File: src/rtl/int_fp_pkg.sv
// Shared definitions for the INT/FP16 adder wrapper: mode encodings, FP16 exponent
// field location and the {mode, tag, data} entry layout.
package int_fp_pkg;

  localparam logic MODE_INT = 1'b0;
  localparam logic MODE_FP  = 1'b1;

  localparam int DATA_W       = 16;
  localparam int FP16_EXP_MSB = 14;
  localparam int FP16_EXP_LSB = 10;
  localparam logic [4:0] FP16_EXP_MAX = 5'h1F;

  // Reference layout for the default tag width; the wrapper packs its FIFO words in the same order.
  localparam int ENTRY_TAG_W = 4;
  typedef struct packed {
    logic                   mode;
    logic [ENTRY_TAG_W-1:0] tag;
    logic [DATA_W-1:0]      data;
  } entry_t;

  // FP16 inf/NaN: all-ones exponent. Never flagged for integer results.
  function automatic logic fp16_exc(input logic mode, input logic [DATA_W-1:0] data);
    return (mode == MODE_FP) && (data[FP16_EXP_MSB:FP16_EXP_LSB] == FP16_EXP_MAX);
  endfunction

endpackage

File: src/rtl/sync_fifo.sv
// Single-clock FIFO with registered storage, natural-wrap pointers and an occupancy count.
// Push when full and pop when empty are ignored.
module sync_fifo #(
  parameter int WIDTH = 8,
  parameter int DEPTH = 4
) (
  input  logic                     clk,
  input  logic                     rst_n,
  input  logic                     push,
  input  logic [WIDTH-1:0]         wdata,
  input  logic                     pop,
  output logic [WIDTH-1:0]         rdata,
  output logic                     full,
  output logic                     empty,
  output logic [$clog2(DEPTH):0]   count
);

  localparam int AW = $clog2(DEPTH);
  localparam logic [AW:0] FULL_CNT = DEPTH[AW:0];

  logic [WIDTH-1:0] mem_q [DEPTH];
  logic [WIDTH-1:0] mem_d [DEPTH];
  logic [AW-1:0]    wr_ptr_q, wr_ptr_d;
  logic [AW-1:0]    rd_ptr_q, rd_ptr_d;
  logic [AW:0]      count_q, count_d;
  logic             do_push, do_pop;

  assign full    = (count_q == FULL_CNT);
  assign empty   = (count_q == '0);
  assign count   = count_q;
  assign rdata   = mem_q[rd_ptr_q];
  assign do_push = push && !full;
  assign do_pop  = pop && !empty;

  always_comb begin
    mem_d    = mem_q;
    wr_ptr_d = wr_ptr_q;
    rd_ptr_d = rd_ptr_q;
    count_d  = count_q;
    if (do_push) begin
      mem_d[wr_ptr_q] = wdata;
      wr_ptr_d        = wr_ptr_q + 1'b1;
    end
    if (do_pop) begin
      rd_ptr_d = rd_ptr_q + 1'b1;
    end
    case ({do_push, do_pop})
      2'b10:   count_d = count_q + 1'b1;
      2'b01:   count_d = count_q - 1'b1;
      default: count_d = count_q;
    endcase
  end

  always_ff @(posedge clk or negedge rst_n) begin
    if (!rst_n) begin
      for (int i = 0; i < DEPTH; i++) mem_q[i] <= '0;
      wr_ptr_q <= '0;
      rd_ptr_q <= '0;
      count_q  <= '0;
    end else begin
      mem_q    <= mem_d;
      wr_ptr_q <= wr_ptr_d;
      rd_ptr_q <= rd_ptr_d;
      count_q  <= count_d;
    end
  end

endmodule

File: src/rtl/int_fp_add_issue.sv
// Issue/collect wrapper around the dual-mode INT/FP16 adder, with credit-based issue so no result
// is ever dropped. Optional `INT_FP_ISSUE_EXC_EN adds a per-result FP16 inf/NaN flag (out_exc).
module int_fp_add_issue
  import int_fp_pkg::*;
#(
  parameter int LAT    = 0,
  parameter int IDEPTH = 4,
  parameter int RDEPTH = 4,
  parameter int TAG_W  = 4
) (
  input  logic             clk,
  input  logic             rst_n,
  input  logic             in_valid,
  output logic             in_ready,
  input  logic             in_mode,
  input  logic [15:0]      in_a,
  input  logic [15:0]      in_b,
  input  logic [TAG_W-1:0] in_tag,
  output logic             add_mode,
  output logic [15:0]      add_a,
  output logic [15:0]      add_b,
  input  logic [15:0]      add_c,
  output logic             out_valid,
  input  logic             out_ready,
  output logic [15:0]      out_c,
  output logic             out_mode,
  output logic [TAG_W-1:0] out_tag
`ifdef INT_FP_ISSUE_EXC_EN
  ,
  output logic             out_exc
`endif
);

  // Both streams: a transfer happens on a cycle where valid && ready; the producer holds its
  // payload stable while valid && !ready, and valid never depends on ready.

  localparam int OP_W = 2 * DATA_W + TAG_W + 1;
`ifdef INT_FP_ISSUE_EXC_EN
  localparam int RES_W = DATA_W + TAG_W + 2;
`else
  localparam int RES_W = DATA_W + TAG_W + 1;
`endif
  localparam int IAW = $clog2(IDEPTH);
  localparam int RAW = $clog2(RDEPTH);
  localparam logic [IAW:0] IDEPTH_CNT = IDEPTH[IAW:0];
  localparam logic [RAW:0] CREDIT_MAX = RDEPTH[RAW:0];

  logic [OP_W-1:0]  op_wdata, op_rdata;
  logic             op_push, op_full, op_empty;
  logic [IAW:0]     op_count;
  logic [RES_W-1:0] res_wdata, res_rdata;
  logic             res_full, res_empty, out_pop;
  logic [RAW:0]     res_count;

  logic             issue, issue_mode;
  logic [TAG_W-1:0] issue_tag;
  logic             wr_valid, wr_mode;
  logic [TAG_W-1:0] wr_tag;
  logic [RAW:0]     credit_q, credit_d;

  assign in_ready = (op_count != IDEPTH_CNT);
  assign op_push  = in_valid && in_ready;
  assign op_wdata = {in_mode, in_tag, in_a, in_b};

  sync_fifo #(.WIDTH(OP_W), .DEPTH(IDEPTH)) u_op_fifo (
    .clk   (clk),
    .rst_n (rst_n),
    .push  (op_push),
    .wdata (op_wdata),
    .pop   (issue),
    .rdata (op_rdata),
    .full  (op_full),
    .empty (op_empty),
    .count (op_count)
  );

  // A credit stands for one free result-FIFO slot not yet claimed by an issued operation.
  assign issue      = !op_empty && (credit_q != '0);
  assign issue_mode = op_rdata[OP_W-1];
  assign issue_tag  = op_rdata[2*DATA_W +: TAG_W];
  assign add_mode   = issue ? issue_mode : MODE_INT;
  assign add_a      = issue ? op_rdata[DATA_W +: DATA_W] : '0;
  assign add_b      = issue ? op_rdata[0 +: DATA_W] : '0;

  generate
    if (LAT == 0) begin : g_comb
      assign wr_valid = issue;
      assign wr_mode  = issue_mode;
      assign wr_tag   = issue_tag;
    end else begin : g_pipe
      logic [LAT-1:0]   pv_q, pv_d;
      logic [LAT-1:0]   pm_q, pm_d;
      logic [TAG_W-1:0] pt_q [LAT];
      logic [TAG_W-1:0] pt_d [LAT];

      always_comb begin
        pv_d    = pv_q;
        pm_d    = pm_q;
        pt_d    = pt_q;
        pv_d[0] = issue;
        pm_d[0] = issue_mode;
        pt_d[0] = issue_tag;
        for (int i = 1; i < LAT; i++) begin
          pv_d[i] = pv_q[i-1];
          pm_d[i] = pm_q[i-1];
          pt_d[i] = pt_q[i-1];
        end
      end

      always_ff @(posedge clk or negedge rst_n) begin
        if (!rst_n) begin
          pv_q <= '0;
          pm_q <= '0;
          for (int i = 0; i < LAT; i++) pt_q[i] <= '0;
        end else begin
          pv_q <= pv_d;
          pm_q <= pm_d;
          pt_q <= pt_d;
        end
      end

      assign wr_valid = pv_q[LAT-1];
      assign wr_mode  = pm_q[LAT-1];
      assign wr_tag   = pt_q[LAT-1];
    end
  endgenerate

`ifdef INT_FP_ISSUE_EXC_EN
  assign res_wdata = {fp16_exc(wr_mode, add_c), wr_mode, wr_tag, add_c};
`else
  assign res_wdata = {wr_mode, wr_tag, add_c};
`endif

  sync_fifo #(.WIDTH(RES_W), .DEPTH(RDEPTH)) u_res_fifo (
    .clk   (clk),
    .rst_n (rst_n),
    .push  (wr_valid),
    .wdata (res_wdata),
    .pop   (out_pop),
    .rdata (res_rdata),
    .full  (res_full),
    .empty (res_empty),
    .count (res_count)
  );

  assign out_valid = !res_empty;
  assign out_pop   = out_valid && out_ready;
  assign out_c     = res_rdata[0 +: DATA_W];
  assign out_tag   = res_rdata[DATA_W +: TAG_W];
  assign out_mode  = res_rdata[DATA_W + TAG_W];
`ifdef INT_FP_ISSUE_EXC_EN
  assign out_exc   = res_rdata[DATA_W + TAG_W + 1];
`endif

  always_comb begin
    case ({issue, out_pop})
      2'b10:   credit_d = credit_q - 1'b1;
      2'b01:   credit_d = credit_q + 1'b1;
      default: credit_d = credit_q;
    endcase
  end

  always_ff @(posedge clk or negedge rst_n) begin
    if (!rst_n) credit_q <= CREDIT_MAX;
    else        credit_q <= credit_d;
  end

  // Credits plus stored results never exceed the FIFO size, so a result write always finds room.
  a_credit_range: assert property (@(posedge clk) disable iff (!rst_n)
    credit_q <= CREDIT_MAX);
  a_credit_slots: assert property (@(posedge clk) disable iff (!rst_n)
    ({1'b0, credit_q} + {1'b0, res_count}) <= {1'b0, CREDIT_MAX});
  a_no_res_overflow: assert property (@(posedge clk) disable iff (!rst_n)
    !(wr_valid && res_full));
  a_no_op_overflow: assert property (@(posedge clk) disable iff (!rst_n)
    !(op_push && op_full));

endmodule

File: config.mk
export PLATFORM = sky130hd
export DESIGN_NAME = int_fp_add_issue
export DESIGN_NICKNAME = d
export VERILOG_FILES = /design/src/rtl/int_fp_pkg.sv /design/src/rtl/sync_fifo.sv /design/src/rtl/int_fp_add_issue.sv
export SDC_FILE = /design/constraint.sdc
export NUM_CORES = 1
export LEC_CHECK = 0
export BUFFER_PORTS_ARGS = -buffer_cell sky130_fd_sc_hd__buf_2
export CORE_MARGIN = 5
export CORE_UTILIZATION = 55
export CTS_CLUSTER_SIZE = 24
export DETAILED_ROUTE_END_ITERATION = 8
export PLACE_DENSITY = 0.78
export SYNTH_ARGS = -nofsm -noshare
export SYNTH_HDL_FRONTEND = slang
export SYNTH_SLANG_ARGS = --single-unit
File: constraint.sdc
create_clock -name clk -period 3.5 [get_ports clk]
set_input_delay 0.175 -clock clk [delete_from_list [all_inputs] [get_ports clk]]
set_output_delay 0.175 -clock clk [all_outputs]
set_load 0.02 [all_outputs]
==> results_dict.tcl <==
set metrics [dict create \
    portBuffers 112 \
    max_freq_mhz 358 \
    io_pins 113 \
    syn_inst 686 \
    netlist_area_um2 11400 \
    antenna_found_initial 1 \
    fin_crit_sh_pct 79.7 \
    setup_viol 0 \
    gp_congestion 0.741 \
    start_util_pct 56.1 \
    critPathLaunchType "flip-flop" \
    first_pass_iters 4 \
    use_met2_pct 35.8 \
    ys.flop_type "dfrtp_1" \
    top_usage_layer "met2" \
    grt_usage_pct 20.1 \
    fp.dieH_um 154 \
    clk_latency_ns 0.52 \
    power_mw 14.9 \
    r2r-end "u_res_fifo.count[2]" \
    max-cap-violations 0 \
    rsz0062_at_grt "false" \
    wl_per_cell_um 20.5 \
    gr-usage-met3_pct 3.09 \
    die_area_um2 23700 \
    worst_slew_pin_slew_ns 1.07 \
    ys_seq_area_share_pct 54.7 \
    ant_nets 0 \
    num_vias 6484 \
    diodes 0 \
    area_delta_synth_final_pct 17.3 \
    yosysWarningCount 0 \
    std_cell_rows 52 \
    core_um2 20300 \
    synthXorXnorAreaFrac_pct 1.15 \
    grt_pass1_wl_um 38700 \
    via_per_inst 5.71 \
    synthesis.nets 757 \
    post-route-drc-count 0 \
    synth_top_family_by_area "multiplexers" \
    reg2reg_slack_ns 1.01 \
    gr-total-overflow 0 \
    yosysUniqueCellTypes 31 \
    max_stage_delay_ns 0.85 \
    pre_cts_slack_ns 1.00 \
    routed_wl_um 23300 \
    final_nets 920 \
    cts_buffers 26 \
    relSlewSlack_pct 28.4 \
    async_flop_share_pct 100 \
    cp.required_ns 3.32 \
    whs_path_depth 3 \
    clock-sinks 249 \
    grt_use_met1_pct 26.2 \
    fill_cells 1414 \
    power_density_nw_per_um2 1110 \
    drtIter0Drc 249 \
    worstHoldStart "in_valid" \
    clk_path_buf_depth 3 \
    synth-seq-cells 249 \
    die_w_um 154 \
    clockRootBuffer "clkbuf_16" \
    synth-simple-area-share_pct 3.54 \
    peakVddDrop_uv 640 \
    finClkSkew_ns 0.0188 \
    htree_num_levels 1 \
    end_kind "output pin" \
    hp-class "in -> reg" \
    min_to "u_op_fifo.wr_ptr_q[0]" \
    grt_pass1_vias 7362 \
    maxSlewViolCount 0 \
    rr_startpoint "credit_q[0]" \
    leakage_nw 5.90 \
    tns_ns 0 \
    dp.final_hpwl_um 14700 \
    grt_max_degree 111 \
    synthMuxAreaShare_pct 34.8 \
    setup_ws_ns 0.709 \
    layout-drive-gt1-share_pct 51.6 \
    synth_compound_area_share_pct 0.198 \
    syn_avg_cell_area_um2 16.6 \
    r2r_cells 9 \
    crit_type "reg -> out" \
    hold_viol_final 0 \
    status "completed" \
    synthAdderAreaFrac_pct 1.74 \
    cts_tree "done" \
    cp_cell_sequence "buf_4 -> mux4_2 -> and3_1 -> buf_2" \
    critical_path.max_fanout 21 \
    min_period_ns 2.79 \
    synth_edf_count 0 \
    arrival_ns 2.62 \
    slowest_stage "dfrtp_2" \
    postCtsResizedCells 0 \
    clk_pin_slew_ns 0.06 \
]
==> logic make-up (layout without fill, tap and decap cells) <==
family / Yosys count / after routing
DFF: 249 / 249
and+or+nand+nor: 55 / 55
muxes: 294 / 294
AOI/OAI and AO/OA: 3 / 3
buffers and inverters: 56 / 236
adders and majority gates: 14 / 14
xor gates and xnor gates: 15 / 15
==> sequential cells by signal, indices dropped and copies added, names as in the netlist <==
name and count:
u_op_fifo.mem_q 148, credit_q 3, u_op_fifo.rd_ptr_q 2, u_op_fifo.wr_ptr_q 2, u_op_fifo.count 3, u_res_fifo.count 3
u_res_fifo.wr_ptr_q 2, u_res_fifo.mem_q 84, u_res_fifo.rd_ptr_q 2
==> cell type report <==
cell class / count / area [µm²] / share of cell area [%]
clock buffer: 39 / 751 / 5.62
clock inverter: 6 / 61.3 / 0.459
inverter: 13 / 48.8 / 0.365
multi-input combinational: 381 / 4720 / 35.3
sequential: 249 / 6230 / 46.7
tap: 270 / 338 / 2.53
timing repair buffer: 178 / 1210 / 9.08
==> cell usage after synthesis (7+ instances only) <==
| library cell | n | share of area [%] |
|---|---|---|
| buf_8 | 12 | 1.6 |
| ha_1 | 11 | 1.2 |
| dfrtp_1 | 248 | 54 |
| xor2_1 | 7 | 0.54 |
| mux4_2 | 58 | 11 |
| buf_6 | 10 | 0.99 |
| clkbuf_1 | 7 | 0.23 |
| mux2_2 | 218 | 22 |
| xnor2_1 | 8 | 0.62 |
| mux2_1 | 17 | 1.7 |
| inv_1 | 13 | 0.43 |
| and3_1 | 33 | 1.8 |
| buf_2 | 9 | 0.40 |
==> worst max-delay path, delay by kind of cell (launching register included) <==
kind | cells | cell delay, ns
buffers and inverters | 2 | 0.50
flip-flops | 1 | 0.85
multiplexers | 1 | 0.52
AND/OR/NAND/NOR | 1 | 0.21
==> metrics by stage <==
stage	hold slack (ns)	area (µm²)	utilization (%)	cells
floorplan	-0.121	11400	-	686
global placement	0.249	12000	59.2	1037
detailed placement	0.267	12000	59.2	1037
CTS	0.0885	13400	65.8	1136
global route	0.123	13400	65.8	1136
finish	0.0997	13400	65.8	1136
==> repair_timing <==
| action | CTS | global route |
|---|---|---|
| buffers inserted | 0 | 0 |
| hold buffers | 54 | 0 |
| hold endpoints to repair | 318 | 0 |
==> how the worst max path moves through the flow <==
| stage | startpoint | end | cells after the start | slack, ns |
|---|---|---|---|---|
| global placement | credit_q[0] | u_res_fifo.count[2] | 9 | 1.09 |
| global route | u_op_fifo.rd_ptr_q[0] | add_b[6] | 4 | 0.52 |
| detailed placement | credit_q[0] | u_res_fifo.count[2] | 9 | 1.00 |
| finish | u_op_fifo.rd_ptr_q[0] | add_b[5] | 4 | 0.71 |
| floorplan | credit_q[0] | u_res_fifo.count[2] | 10 | 1.26 |
| CTS | u_op_fifo.rd_ptr_q[0] | add_b[5] | 4 | 0.63 |
==> cells in the final DEF (no fill, tap or decap), types with 4 or more instances in the layout <==
master and n:
inv_1 13, mux2_2 218, buf_4 11, clkbuf_1 9, dlygate4sd3_1 54, clkbuf_16 27, xnor2_1 8, mux4_2 58
xor2_1 7, ha_1 11, nand3_4 4, buf_2 111, mux2_1 17, dfrtp_1 246, and3_1 33, nand2_1 4
==> metal layers <==
layer / vias up / share of wire, %
met3: 36 / 3.9
met1: 3459 / 41
met5: - / 0.030
met4: 2 / 1.8
met2: 119 / 53
li1: 2868 / -
==> power by group <==
group / internal, mW / switching [mW]
registers: 4.41 / 0.964
clock network: 1.55 / 1.06
logic: 3.68 / 3.20
total: 9.63 / 5.22
No activity file was read; power rests on OpenSTA's default activity.
